<file path="config.mk">
export PLATFORM = sky130hd
export DESIGN_NAME = countdown_timer
export DESIGN_NICKNAME = d
export VERILOG_FILES = /design/src/rtl/timer_pkg.sv /design/src/rtl/countdown_timer_prescale_tick.sv /design/src/rtl/countdown_timer.sv
export SDC_FILE = /design/constraint.sdc
export NUM_CORES = 1
export LEC_CHECK = 0
export BUFFER_PORTS_ARGS = -buffer_cell sky130_fd_sc_hd__buf_2
export CAP_MARGIN = 20
export CORE_MARGIN = 1.5
export CORE_UTILIZATION = 54
export DETAILED_ROUTE_END_ITERATION = 10
export GPL_ROUTABILITY_DRIVEN = 0
export GPL_TIMING_DRIVEN = 0
export PLACE_DENSITY = 0.89
export SYNTH_ARGS = -nofsm -noshare
export SYNTH_HDL_FRONTEND = slang
export SYNTH_SLANG_ARGS = --single-unit
export TNS_END_PERCENT = 1
</file>
<file path="constraint.sdc">
create_clock -name clk -period 2.6 [get_ports clk]
set_clock_uncertainty 0.2 [all_clocks]
set_input_delay 0.52 -clock clk [delete_from_list [all_inputs] [get_ports clk]]
set_output_delay 0.52 -clock clk [all_outputs]
set_load 0.05 [all_outputs]
</file>
<file path="src/rtl/timer_pkg.sv">
// Shared definitions for the countdown timer: state encoding and default count width.
package timer_pkg;

    typedef enum logic {
        ST_IDLE = 1'b0,
        ST_RUN  = 1'b1
    } state_e;

    localparam int DEFAULT_WIDTH = 16;

endpackage : timer_pkg

</file>
<file path="src/rtl/countdown_timer_prescale_tick.sv">
// Enable-cycle divider: raises tick_o on every DIV-th enabled cycle.
// Only instantiated when COUNTDOWN_PRESCALE_EN is defined.
module prescale_tick #(
    parameter int DIV = 4
) (
    input  logic clk,
    input  logic rst,
    input  logic clear_i,
    input  logic en_i,
    output logic tick_o
);

    localparam int CW = (DIV > 1) ? $clog2(DIV) : 1;
    localparam logic [CW-1:0] LAST = CW'(DIV - 1);

    logic [CW-1:0] cnt_q, cnt_d;

    assign tick_o = en_i && (cnt_q == LAST);

    always_comb begin
        cnt_d = cnt_q;
        if (clear_i) begin
            cnt_d = '0;
        end else if (tick_o) begin
            cnt_d = '0;
        end else if (en_i) begin
            cnt_d = cnt_q + CW'(1);
        end
    end

    always_ff @(posedge clk) begin
        if (!rst) begin
            cnt_q <= '0;
        end else begin
            cnt_q <= cnt_d;
        end
    end

endmodule : prescale_tick

</file>
<file path="src/rtl/countdown_timer.sv">
// Loadable down-counter with one-cycle expiry pulse and optional auto-reload.
// Define COUNTDOWN_PRESCALE_EN to decrement only every PRESCALE_DIV enabled cycles.
module countdown_timer
    import timer_pkg::*;
#(
    parameter int WIDTH        = DEFAULT_WIDTH,
    parameter int PRESCALE_DIV = 4
) (
    input  logic             clk,
    input  logic             rst,
    input  logic             en,
    input  logic             load,
    input  logic [WIDTH-1:0] load_val,
    input  logic             auto_reload,
    output logic [WIDTH-1:0] out,
    output logic             expired,
    output logic             busy
);

    state_e           state_q, state_d;
    logic [WIDTH-1:0] out_q, out_d;
    logic [WIDTH-1:0] reload_q, reload_d;
    logic             expired_q, expired_d;
    logic             tick;

`ifdef COUNTDOWN_PRESCALE_EN
    prescale_tick #(
        .DIV(PRESCALE_DIV)
    ) u_prescale (
        .clk     (clk),
        .rst     (rst),
        .clear_i (load),
        .en_i    (en && (state_q == ST_RUN)),
        .tick_o  (tick)
    );
`else
    assign tick = en;

    logic unused_prescale_div;
    assign unused_prescale_div = (PRESCALE_DIV >= 1);
`endif

    // NOTE: every always_comb output gets its default first, so no path can infer a latch.
    always_comb begin
        state_d   = state_q;
        out_d     = out_q;
        reload_d  = reload_q;
        expired_d = 1'b0;

        if (load) begin
            out_d    = load_val;
            reload_d = load_val;
            state_d  = (load_val != '0) ? ST_RUN : ST_IDLE;
        end else if ((state_q == ST_RUN) && tick) begin
            // RUN always holds a nonzero count, so <=1 is the terminal value.
            if (out_q <= WIDTH'(1)) begin
                expired_d = 1'b1;
                if (auto_reload) begin
                    out_d = reload_q;
                end else begin
                    out_d   = '0;
                    state_d = ST_IDLE;
                end
            end else begin
                out_d = out_q - WIDTH'(1);
            end
        end
    end

    // NOTE: state registers use non-blocking assignments so all flops update from pre-edge values.
    always_ff @(posedge clk) begin
        if (!rst) begin
            state_q   <= ST_IDLE;
            out_q     <= '0;
            reload_q  <= '0;
            expired_q <= 1'b0;
        end else begin
            state_q   <= state_d;
            out_q     <= out_d;
            reload_q  <= reload_d;
            expired_q <= expired_d;
        end
    end

    assign out     = out_q;
    assign expired = expired_q;
    assign busy    = (state_q == ST_RUN);

endmodule : countdown_timer

</file>
; ---- Word level (Yosys, flattened, before mapping)
; Cells that the tools add are included.
[totals]
ramBits = 0
memories = 0
latch_bits = 0
romBits = 0
register_bits = 34
input_bits = 21
[op_classes]
n_eq_ne = 1
shift = 0
magnitude_cmp = 1
n_bitwise = 2
reduce_logical = 6
div_mod_pow = 0
n_addsub = 1
mux = 10
mul = 0
[ops]
columns = operator, n
row1 = two-way mux 16 bit, 4
row2 = "<= comparator 16 x 1 -> 1 bit, second input constant", 1
row3 = nonzero test 16 bit, 1
row4 = "subtractor 16 x 1 -> 16 bit, second input constant", 1
row5 = two-way mux 1 bit, 6
row6 = nonzero test 2 bit, 2
row7 = AND reduction 3 bit, 1
row8 = OR reduction 3 bit, 1
row9 = "inequality test 2 bit, second input constant", 1
row10 = inverter 1 bit, 2
row11 = logical AND 1 bit, 1

; ---- Depth between registers and ports, before layout
[logic_depth]
word_depth = 4
mapped_depth = 8

; ---- Least setup slack after synthesis
; OpenSTA, ideal clock, no wires.
[synth_path]
kind = flip-flop to flip-flop
from = reg out_q[0], in the netlist out[0]
to = reg out_q[0], in the netlist out[0]
required_ns = 2.294
n_path_buf = 1
path_stages_with_launch = 8
path_slack_ns = 0.273
arrival_ns = 2.020
path_cell_list = dfxtp_1 ha_1 nor2_1 or4_1 nor2_2 buf_2 nand4_1 o311ai_0
[synth_between]
elab_chain_cells = 4
[synth_lines]
columns = element, line_no
row1 = start: declaration, countdown_timer.sv:21  ; logic [WIDTH-1:0] out_q, out_d;
row2 = start signal: assignment, countdown_timer.sv:79  ; out_q <= out_d;
row3 = subtractor 16 x 1 -> 16 bit / <= comparator 16 x 1 -> 1 bit (equally long branches), "countdown_timer.sv:65, countdown_timer.sv:56"
row4 = two-way mux 16 bit (*), countdown_timer.sv:56  ; if (out_q <= WIDTH'(1)) begin
row5 = two-way mux 16 bit (*), countdown_timer.sv:54  ; end else if ((state_q == ST_RUN) && tick) begin
row6 = two-way mux 16 bit (*), countdown_timer.sv:50  ; if (load) begin
; Every way passes the cells marked *; elsewhere a longest branch is shown, timed or not. The select of a mux whose other input is x is not followed.
; A chain may end at the register's enable or synchronous reset.

; ---- Final worst setup path
; Ends and elaborated chain as after synthesis.

==> run summary <==
Core Footprint = 0.00339 mm^2
vias per inst = 6.13
critical path's top delay family = simple AND/OR/NAND/NOR gates
leading cell type by number of instances after synthesis = sky130_fd_sc_hd__dfxtp_1
Worst Hold Path Cells = 3
clock latency of the later-clocked register in the worst-skew pair = 0.35 ns
shortest clock period the worst path allows after layout = 2.42 ns
site row count = 21
period utilization = 93.2%
post-synth top area share = 35.3%
Tightest Pin Transition = 0.670 ns
global route overflow = 0
critical-path maximum fanout = 10
count of yosys warnings during synthesis = 0
CTS clock-pin slew for the worst setup and hold paths = 0.11 ns
Detail Route Antenna Nets = 0
via count of the first global-routing pass = 1735
sequential area share after synthesis = 35.3%
WS Path Type = register to register
overall die area = 0.00394 mm^2
internal power consumption = 822 uW
H-tree levels = 2
final net count = 286
io pins = 39
overall via count from detail_route = 1901
largest stage delay on the critical path = 0.55 ns
number of flops mapped to enable cells by yosys = 0
Clk pwr share = 25.1%
antenna violations before repair = 0
logic depth of the worst setup path including buffers = 8
DRT iter0 DRCs = 172
number of storage elements in the synthesis netlist = 34
final total negative setup slack = 0 ns
port buffer count = 36
CP required = 2.63 ns
number of search-and-repair iterations in the first detailed-routing pass = 4
worst hold slack = 0.262 ns
DRC violation count after routing = 0
kind of end point of the critical path = register
total leakage power = 0.000934 uW
number of cells traversed by the worst register-to-register path = 8
net switching fraction of the power = 35.5%
TritonCTS Sinks = 34
Cells after Synth = 217
CTS buffer count = 5
top area cells in the synthesized netlist = sky130_fd_sc_hd__dfxtp_1 35%, sky130_fd_sc_hd__mux2i_1 8.8%, sky130_fd_sc_hd__a22o_1 7.3%
total wire length after detailed routing = 5080 um
achievable frequency = 413 MHz
final count of negative-setup-slack endpoints = 0
final HPWL from detailed placement = 3560 um
effective utilization at floorplan = 56.8%
height of the die = 62.7 um
Antenna Cells = 0
Flop pwr share = 46.5%
Die Wd = 62.7 um
netlist area before placement = 0.00193 mm^2
sw power = 453 uW
data arrival time at the worst-slack endpoint = 2.46 ns
startpoint kind of the worst setup timing path = register
Hold Buf Count CTS = 0
setup repair after global routing missed its margin = false
nets in the synthesized netlist = 240
first-pass GRT wire length = 8420 um
maximum number of pins on one net before global-route repair = 12
combinational fraction of design power = 28.4%
Fin. Hold Viols = 0
average routed wire per standard cell = 16.4 um
leading area contributor after synthesis = sky130_fd_sc_hd__dfxtp_1
list of cells traversed by the critical path = inv_1, ha_2, nor2_1, or4_1, nor2_4, clkbuf_4, nand4_1, o311ai_0
slowest stage cell, crit path = sky130_fd_sc_hd__or4_1
Max-slew headroom = 55.3%
count of pins over their slew limit = 0
predominant post-synthesis flop cell = sky130_fd_sc_hd__dfxtp_1
most used standard cells in the synthesized netlist = 34 x sky130_fd_sc_hd__dfxtp_1, 20 x sky130_fd_sc_hd__nand2_1, 17 x sky130_fd_sc_hd__mux2i_1, 17 x sky130_fd_sc_hd__nor2b_1, 16 x sky130_fd_sc_hd__a22o_1
library cell used as clock root buffer = sky130_fd_sc_hd__clkbuf_4
Bufs on Longest Clock Path = 2
power per cell area = 564 mW/mm^2
worst supply voltage drop on vdd = 0.429 mV
number of different library cells in the post-synthesis netlist = 46
Tot Pwr = 1280 uW
Total Routing Usage GR = 27.3%
worst min-delay path class = primary input to register
share of post-route cells with drive strength above 1 = 22.3%
run status = completed
clock tree from TritonCTS = built
Mapped Avg Cell Area = 8.88 um^2
number of maximum-capacitance constraint violations = 0
Buf/Inv on CP = 2
Area growth syn-to-layout = 17.3%
post-synthesis async set-or-reset flop share = 0%
==> what timing repair did <==
action	in CTS	in global routing
endpoints found under the setup margin	0	7
gates resized for setup	0	3
buffers inserted	0	3
==> worst register-to-register path: stages (launching register included) <==
cell,delay (ns)
sky130_fd_sc_hd__dfxtp_1,0.39
sky130_fd_sc_hd__inv_1,0.09
sky130_fd_sc_hd__ha_2,0.23
sky130_fd_sc_hd__nor2_1,0.08
sky130_fd_sc_hd__or4_1,0.55
sky130_fd_sc_hd__nor2_4,0.25
sky130_fd_sc_hd__clkbuf_4,0.26
sky130_fd_sc_hd__nand4_1,0.14
sky130_fd_sc_hd__o311ai_0,0.14
==> layout by cell type, fill, tap and decap left out, types with 3 or more instances in the layout <==
cell and count:
sky130_fd_sc_hd__clkbuf_4 6, sky130_fd_sc_hd__mux2i_1 17, sky130_fd_sc_hd__a22o_1 16, sky130_fd_sc_hd__buf_4 3, sky130_fd_sc_hd__nand3_1 7, sky130_fd_sc_hd__xnor2_1 4
sky130_fd_sc_hd__clkbuf_1 12, sky130_fd_sc_hd__xor2_1 6, sky130_fd_sc_hd__buf_2 37, sky130_fd_sc_hd__nor3_1 3, sky130_fd_sc_hd__nand2_1 20, sky130_fd_sc_hd__dfxtp_1 34
sky130_fd_sc_hd__nor2b_1 17, sky130_fd_sc_hd__nor2_1 11, sky130_fd_sc_hd__o211ai_1 5, sky130_fd_sc_hd__nand4_1 15, sky130_fd_sc_hd__nor4_1 4, sky130_fd_sc_hd__o311ai_0 3
==> flip-flops by register name, indices dropped and copies added (netlist names) <==
register and count:
out 16, busy 1, expired 1, reload_q 16
==> per-layer routing <==
layer / routed length, um / vias to the layer above / GRT usage, %
met1: 2180 / 890 / 37.8
li1: - / 901 / -
met3: 411 / 20 / 6.49
met4: 158 / 0 / 13.6
met5: 0 / - / 0
met2: 2330 / 90 / 39.7
==> power by group through the flow <==
stage / clock (uW) / combinational (uW) / sequential [uW]
after floorplan: 0 / 191 / 663
after global placement: 0 / 337 / 601
after detailed placement: 0 / 342 / 603
after CTS: 323 / 344 / 591
after global routing: 348 / 394 / 598
final: 321 / 362 / 593
==> through the flow <==
stage | cells | util (%) | area (um^2) | setup slack (ns)
6_report | 310 | 66.7 | 2260 | 0.176
3_5_place_dp | 299 | 63.9 | 2160 | 0.140
5_1_grt | 310 | 66.7 | 2260 | 0.00485
2_1_floorplan | 217 | - | 1930 | 0.273
4_1_cts | 307 | 65.7 | 2230 | 0.102
3_3_place_gp | 299 | 63.9 | 2160 | 0.170
==> worst paths after layout <==
check / startpoint / to / slack (ns)
max: out[0]$_SDFFE_PN0P_ / out[0]$_SDFFE_PN0P_ / 0.18
min: load_val[8] / reload_q[8]$_SDFFE_PN0P_ / 0.26
max reg2reg: out[0]$_SDFFE_PN0P_ / out[0]$_SDFFE_PN0P_ / 0.18
min reg2reg: reload_q[5]$_SDFFE_PN0P_ / out[5]$_SDFFE_PN0P_ / 0.32
==> final cells by class <==
cell class | count | area [um^2]
multi-input combinational | 164 | 1170
clock inverter | 2 | 12.5
buffer | 17 | 76.3
tap | 46 | 57.6
clock buffer | 6 | 51.3
timing repair buffer | 39 | 203
fill | 272 | 1130
sequential | 34 | 681
inverter | 2 | 7.51
==> kinds of logic after synthesis <==
logic type                 share of synthesized area (%)
and+or+nand+nor                                     28.9
AOI/OAI and AO/OA                                   16.3
DFF                                                 35.3
buffers and inverters                               4.22
muxes                                               9.42
xor gates and xnor gates                            4.55
adders and majority gates                           1.30
Power figures use the tool's default switching activity.
